--- src/rtl/feedback_loop_diff.sv ---
// feedback_loop_diff: streaming first difference y[n] = s[n] - s[n-1] (mod 2^DATA_W),
// the inverse of the wrapping running-sum accumulator. Valid/ready on both sides,
// a 2-entry registered output buffer, a clear command and an accepted-sample counter.
//
// Buffer states (the state value is the occupancy count):
//   state | meaning
//   EMPTY | no buffered differences, out_valid low
//   ONE   | one difference buffered, can push and pop in the same cycle
//   FULL  | two differences buffered, in_ready low until a pop
module feedback_loop_diff #(
  parameter int DATA_W = 8,
  parameter int DEPTH  = 2,
  parameter int CNT_W  = 16
) (
  input  logic              system1000,
  input  logic              system1000_rstn,
  input  logic              clear_i,
  input  logic              in_valid,
  output logic              in_ready,
  input  logic [DATA_W-1:0] in_data,
  output logic              out_valid,
  input  logic              out_ready,
  output logic [DATA_W-1:0] out_data,
  output logic [CNT_W-1:0]  sample_cnt
);

  typedef enum logic [1:0] {
    EMPTY = 2'd0,
    ONE   = 2'd1,
    FULL  = 2'd2
  } buf_state_e;

  buf_state_e        state_q, state_d;
  logic              ready_en_q;
  logic [DATA_W-1:0] prev_q;
  logic [DATA_W-1:0] diff;
  logic [DATA_W-1:0] mem_q [DEPTH];
  logic              wr_ptr_q;
  logic              rd_ptr_q;
  logic [CNT_W-1:0]  cnt_q;
  logic              push;
  logic              pop;

  // ready_en_q keeps in_ready low until the first edge after reset release
  assign in_ready   = ready_en_q && system1000_rstn && (state_q != FULL) && !clear_i;
  assign out_valid  = (state_q != EMPTY);
  assign out_data   = mem_q[rd_ptr_q];
  assign sample_cnt = cnt_q;
  assign push       = in_valid && in_ready;
  // a pop coinciding with clear is dropped together with the buffer contents
  assign pop        = out_valid && out_ready && !clear_i;
  // plain wrapping subtraction undoes the wrapping add exactly
  assign diff       = in_data - prev_q;

  // next buffer state from push/pop, clear forces EMPTY
  always_comb begin
    state_d = state_q;
    unique case (state_q)
      EMPTY: if (push) state_d = ONE;
      ONE: begin
        if (push && !pop)      state_d = FULL;
        else if (!push && pop) state_d = EMPTY;
      end
      FULL:    if (pop) state_d = ONE;
      default: state_d = EMPTY;
    endcase
    if (clear_i) state_d = EMPTY;
  end

  // state register, buffer storage, history and counter
  always_ff @(posedge system1000) begin
    if (!system1000_rstn) begin
      state_q    <= EMPTY;
      ready_en_q <= 1'b0;
      prev_q     <= '0;
      wr_ptr_q   <= 1'b0;
      rd_ptr_q   <= 1'b0;
      cnt_q      <= '0;
      for (int i = 0; i < DEPTH; i++) mem_q[i] <= '0;
    end else begin
      state_q    <= state_d;
      ready_en_q <= 1'b1;
      if (clear_i) begin
        prev_q   <= '0;
        wr_ptr_q <= 1'b0;
        rd_ptr_q <= 1'b0;
        cnt_q    <= '0;
      end else begin
        if (push) begin
          mem_q[wr_ptr_q] <= diff;
          wr_ptr_q        <= ~wr_ptr_q;
          prev_q          <= in_data;
          cnt_q           <= cnt_q + CNT_W'(1);
        end
        if (pop) rd_ptr_q <= ~rd_ptr_q;
      end
    end
  end

endmodule
--- config.mk ---
export PLATFORM = sky130hd
export DESIGN_NAME = feedback_loop_diff
export DESIGN_NICKNAME = d
export VERILOG_FILES = /design/src/rtl/feedback_loop_diff.sv
export SDC_FILE = /design/constraint.sdc
export NUM_CORES = 1
export LEC_CHECK = 0
export CAP_MARGIN = 20
export CORE_ASPECT_RATIO = 1.2
export CORE_MARGIN = 4
export CORE_UTILIZATION = 53
export CTS_CLUSTER_DIAMETER = 50
export DETAILED_ROUTE_END_ITERATION = 8
export GPL_ROUTABILITY_DRIVEN = 0
export PLACE_DENSITY = 0.83
export SLEW_MARGIN = 20
export SYNTH_ARGS = -nofsm -noshare
export SYNTH_HDL_FRONTEND = slang
export SYNTH_SLANG_ARGS = --single-unit
--- constraint.sdc ---
create_clock -name system1000 -period 2.5 [get_ports system1000]
set_clock_uncertainty 0.05 [all_clocks]
set_input_delay 0.5 -clock system1000 [delete_from_list [all_inputs] [get_ports system1000]]
set_output_delay 0.5 -clock system1000 [all_outputs]
set_load 0.05 [all_outputs]
==> results of run 1 <==
## power groups by stage
stage | clock network (mW) | registers, mW | logic (mW)
finish | 0.438 | 0.789 | 0.156
global route | 0.474 | 0.791 | 0.169
CTS | 0.444 | 0.789 | 0.157
detailed placement | 0 | 0.807 | 0.156
global placement | 0 | 0.806 | 0.153
floorplan | 0 | 0.806 | 0.0928
## critical path, stage by stage
cell and delay, ns:
sky130_fd_sc_hd__clkdlybuf4s50_1 0.48, sky130_fd_sc_hd__nand2b_1 0.19, sky130_fd_sc_hd__buf_4 0.19, sky130_fd_sc_hd__nor3_2 0.20
sky130_fd_sc_hd__buf_12 0.17
## cells by family (layout without fill, tap and decap cells)
kind of cell               count (synthesis)  count (layout)
AOI/OAI and AO/OA                         48              48
xor gates and xnor gates                  10              10
adders and majority gates                 10              10
buffers and inverters                     27              74
DFF                                       46              46
muxes                                      8               8
and+or+nand+nor                           99              99
## cells in the mapped netlist (all sizes together) (8+ instances only)
| library cell | number | area [um^2] |
|---|---|---|
| nand2 | 33 | 124 |
| dfxtp | 30 | 601 |
| a21oi | 27 | 135 |
| nor2 | 19 | 71.3 |
| edfxtp | 16 | 480 |
| inv | 16 | 60.1 |
| ha | 9 | 113 |
| clkbuf | 8 | 30.0 |
| mux2 | 8 | 90.1 |
| or4 | 8 | 63.8 |
## registers in the layout (all words and copies together) (netlist names), named ones only
register	cells
sample_cnt	16
prev_q	8
wr_ptr_q	1
mem_q	16
rd_ptr_q	1
state_q	2
ready_en_q	1
## final timing paths
| check | endpoint | depth (start not counted) |
|---|---|---|
| worst max-delay path | in_ready | 5 |
| worst max register to register | sample_cnt[14] | 5 |
| worst min-delay path | prev_q[1] | 2 |
| worst min register to register | prev_q[1] | 2 |
## routing by layer
metal | vias up | GRT usage, % | share of wire, %
li1 | 963 | - | -
met2 | 32 | 29.3 | 50
met3 | 8 | 4.76 | 3.5
met4 | 0 | 6.16 | 1.6
met1 | 894 | 23.0 | 45
met5 | - | 0 | 0
## layout by cell type (no fill, tap or decap), types with 4 or more instances in the layout
cell type,instances
sky130_fd_sc_hd__ha_1,9
sky130_fd_sc_hd__clkdlybuf4s50_1,29
sky130_fd_sc_hd__and3_1,4
sky130_fd_sc_hd__clkbuf_8,5
sky130_fd_sc_hd__o31ai_1,7
sky130_fd_sc_hd__nand2_1,33
sky130_fd_sc_hd__nor2_1,19
sky130_fd_sc_hd__mux2_2,8
sky130_fd_sc_hd__dfxtp_1,30
sky130_fd_sc_hd__xnor2_1,7
sky130_fd_sc_hd__dlymetal6s2s_1,8
sky130_fd_sc_hd__nor3_1,6
sky130_fd_sc_hd__buf_4,12
sky130_fd_sc_hd__or4_1,7
sky130_fd_sc_hd__inv_1,16
sky130_fd_sc_hd__a21oi_1,27
sky130_fd_sc_hd__o21ai_0,7
sky130_fd_sc_hd__nand3_1,4
sky130_fd_sc_hd__edfxtp_1,16
## final cells by class
class                   count  area, um^2  share of cell area, %
inverters                  16        60.1                   2.07
flip-flops and latches     46        1080                   37.3
clock buffers               6        72.6                   2.50
well taps                  56        70.1                   2.41
repair buffers             50         500                   17.2
clock inverters             2        10.0                  0.345
multi-input cells         175        1110                   38.2
## stage by stage
step / util (%) / setup TNS (ns) / std cells
final: 68.6 / 0 / 351
after detailed placement: 66.2 / -0.136 / 343
after CTS: 68.1 / 0 / 351
after floorplan: - / 0 / 248
after global routing: 68.6 / 0 / 351
after global placement: 66.2 / 0 / 343
==> results.env, run 1 <==
RUN_STATUS='finished clean'
CRIT_PATH_MAX_FANOUT=14
FINALINSTANCEAREA_UM2=2900
GRT_SETUP_UNREPAIRED='no'
INSERTEDDIODECOUNT=0
AREA_GROWTH_PCT=26.2
VIA_COUNT=1897
FINALHOLDWORSTSLACK_NS=0.408
ROW_COUNT=26
POSTSYNTH.TOPFLOPCELL='sky130_fd_sc_hd__dfxtp_1'
PEAK_SUPPLY_DROP_V=0.000374
PLACEMENT.SETUP.WORST_SLACK_NS=-0.0370
FIN_CRIT_NS=2.29
PIN_COUNT=39
FINISH.NET_COUNT=317
SYNTH_ADDER_AREA_SHARE_PCT=5.77
CLKPWRFRAC_PCT=31.7
MAXSLEWVIOLCOUNT=0
CTS-RESIZED-GATES=0
POWER_DENSITY_RELATIVE_TO_CELL_AREA_nW_PER_UM2=477
DETAILEDROUTE.FIRSTPASSITERATIONCOUNT=4
SYNTH_WARNINGS=0
POWER_REPORT.INTERNAL_TOTAL_mW=1.05
COMB_POWER_SHARE_PCT=11.3
MAPPEDNETLISTAREA_UM2=2300
YOSYS_REGISTER_BITS=46
REQUIRED_NS=1.95
FMAX_GHz=0.436
PLACE_AREA_UM2=2800
WORST_R2R_STARTPOINT='sample_cnt[0]'
HOLDCRITSTARTPOINT='prev_q[1]'
SYNTH_NETS=271
MUXSHAREOFSYNTHAREA_PCT=3.92
VIA_PER_INST=5.40
POWER.LEAKAGE_nW=1.12
SYNTH-ASYNC-RESET-RATIO_PCT=0
POST_SYNTH_XOR_AREA_FRACTION_PCT=3.81
GLOBALROUTE.TOTALOVERFLOW=0
SWITCHINGPOWER_mW=0.337
ROUTE.DETAILED.WL_PER_INST_UM=12.9
CP_STARTPOINT='clear_i'
FILLCELLCOUNT=338
P_SEQ_SHARE_PCT=57.1
PORT-BUFFER-COUNT=38
WORST_SETUP_PATH_END_KIND='primary output'
DIE_HEIGHT_UM=80.2
GRT_USAGE_PCT=18.1
SYNTH_SEQUENTIAL_AREA_RATIO_PCT=47.0
FINALPOWER_mW=1.38
ROOT_BUFFER='sky130_fd_sc_hd__clkbuf_8'
CRITPATHLAUNCHTYPE='input pin'
POSTSYNTHCELLCOUNT=248
ANTENNA_FOUND_INITIAL=0
YOSYS.CELL_TYPES.COUNT=40
SETUP.WORST_PATH.CLASS='in -> out'
WORSTPATHARRIVAL_NS=1.74
PATH_CLK_SLEW_NS=0.08
HP-CLASS='reg -> reg'
CTS_HOLD_BUF=0
WL_MM=4.52
SYNTHSIMPLEGATEAREAFRAC_PCT=22.4
DESIGN.DIE.AREA_UM2=5460
GRT_PASS1_VIAS=1700
DETAIL_ROUTE.DRC_VIOLATIONS=0
ANTENNA_VIOLATING_NETS_REMAINING=0
COMBINATIONAL_FAMILY_WITH_THE_MOST_AREA_AFTER_SYNTHESIS='simple AND/OR/NAND/NOR gates'
PERIOD_UTILIZATION_PCT=91.7
CLOCK-SINKS=46
FINAL_LAYOUT_SIZE_SUFFIX_GT1_SHARE_PCT=12.9
DP_HPWL_MM=3.32
DRTITER0DRC=61
WORSTMARGINPINSLEW_NS=0.513
POST-CTS-SETUP-BUFFER-COUNT=0
INSERTION_DELAY_TO_THE_LATER_SINK_OF_THE_WORST_SKEW_PAIR_NS=0.29
CTS-HTREE-LEVELS=2
SYNTH-COMPOUND-AREA-SHARE_PCT=12.0
NUMBER_OF_SETUP_VIOLATIONS_IN_THE_FINAL_REPORT=0
RRSETUPSLACK_NS=0.56
POWER_SWITCHING_SHARE_PCT=24.4
WORST_SLEW_MARGIN_RELATIVE_TO_ITS_LIMIT_PCT=65.7
CLOCK_TREE_FROM_TRITONCTS='yes'
GLOBAL_ROUTE_WIRE_LENGTH_BEFORE_REPAIR_MM=7.54
CTS_BUF_COUNT=5
SYNTHESIS.AREA_PER_INSTANCE_UM2=9.27
START_UTIL_PCT=54.4
SYNTH-EDFF-COUNT=16
FINAL_HOLD_VIOL_COUNT=0
SETUP_WS_NS=0.209
CORE_AREA_UM2=4230
LONGEST_CLK_PATH_BUFS=2
MAXIMUM_NUMBER_OF_PINS_ON_ONE_NET_BEFORE_GLOBAL_ROUTE_REPAIR=21
DIE_WIDTH_UM=68.1
DRV.MAX_CAP_VIOLATION_COUNT=0
Note: power is estimated with default switching activity, not from simulation.
==> run 2, diff against run 1 <==
TNS_END_PERCENT = 30   (was default)
==> results of run 2 <==
The final DEF is identical to that of run 1; final timing and power are the same.
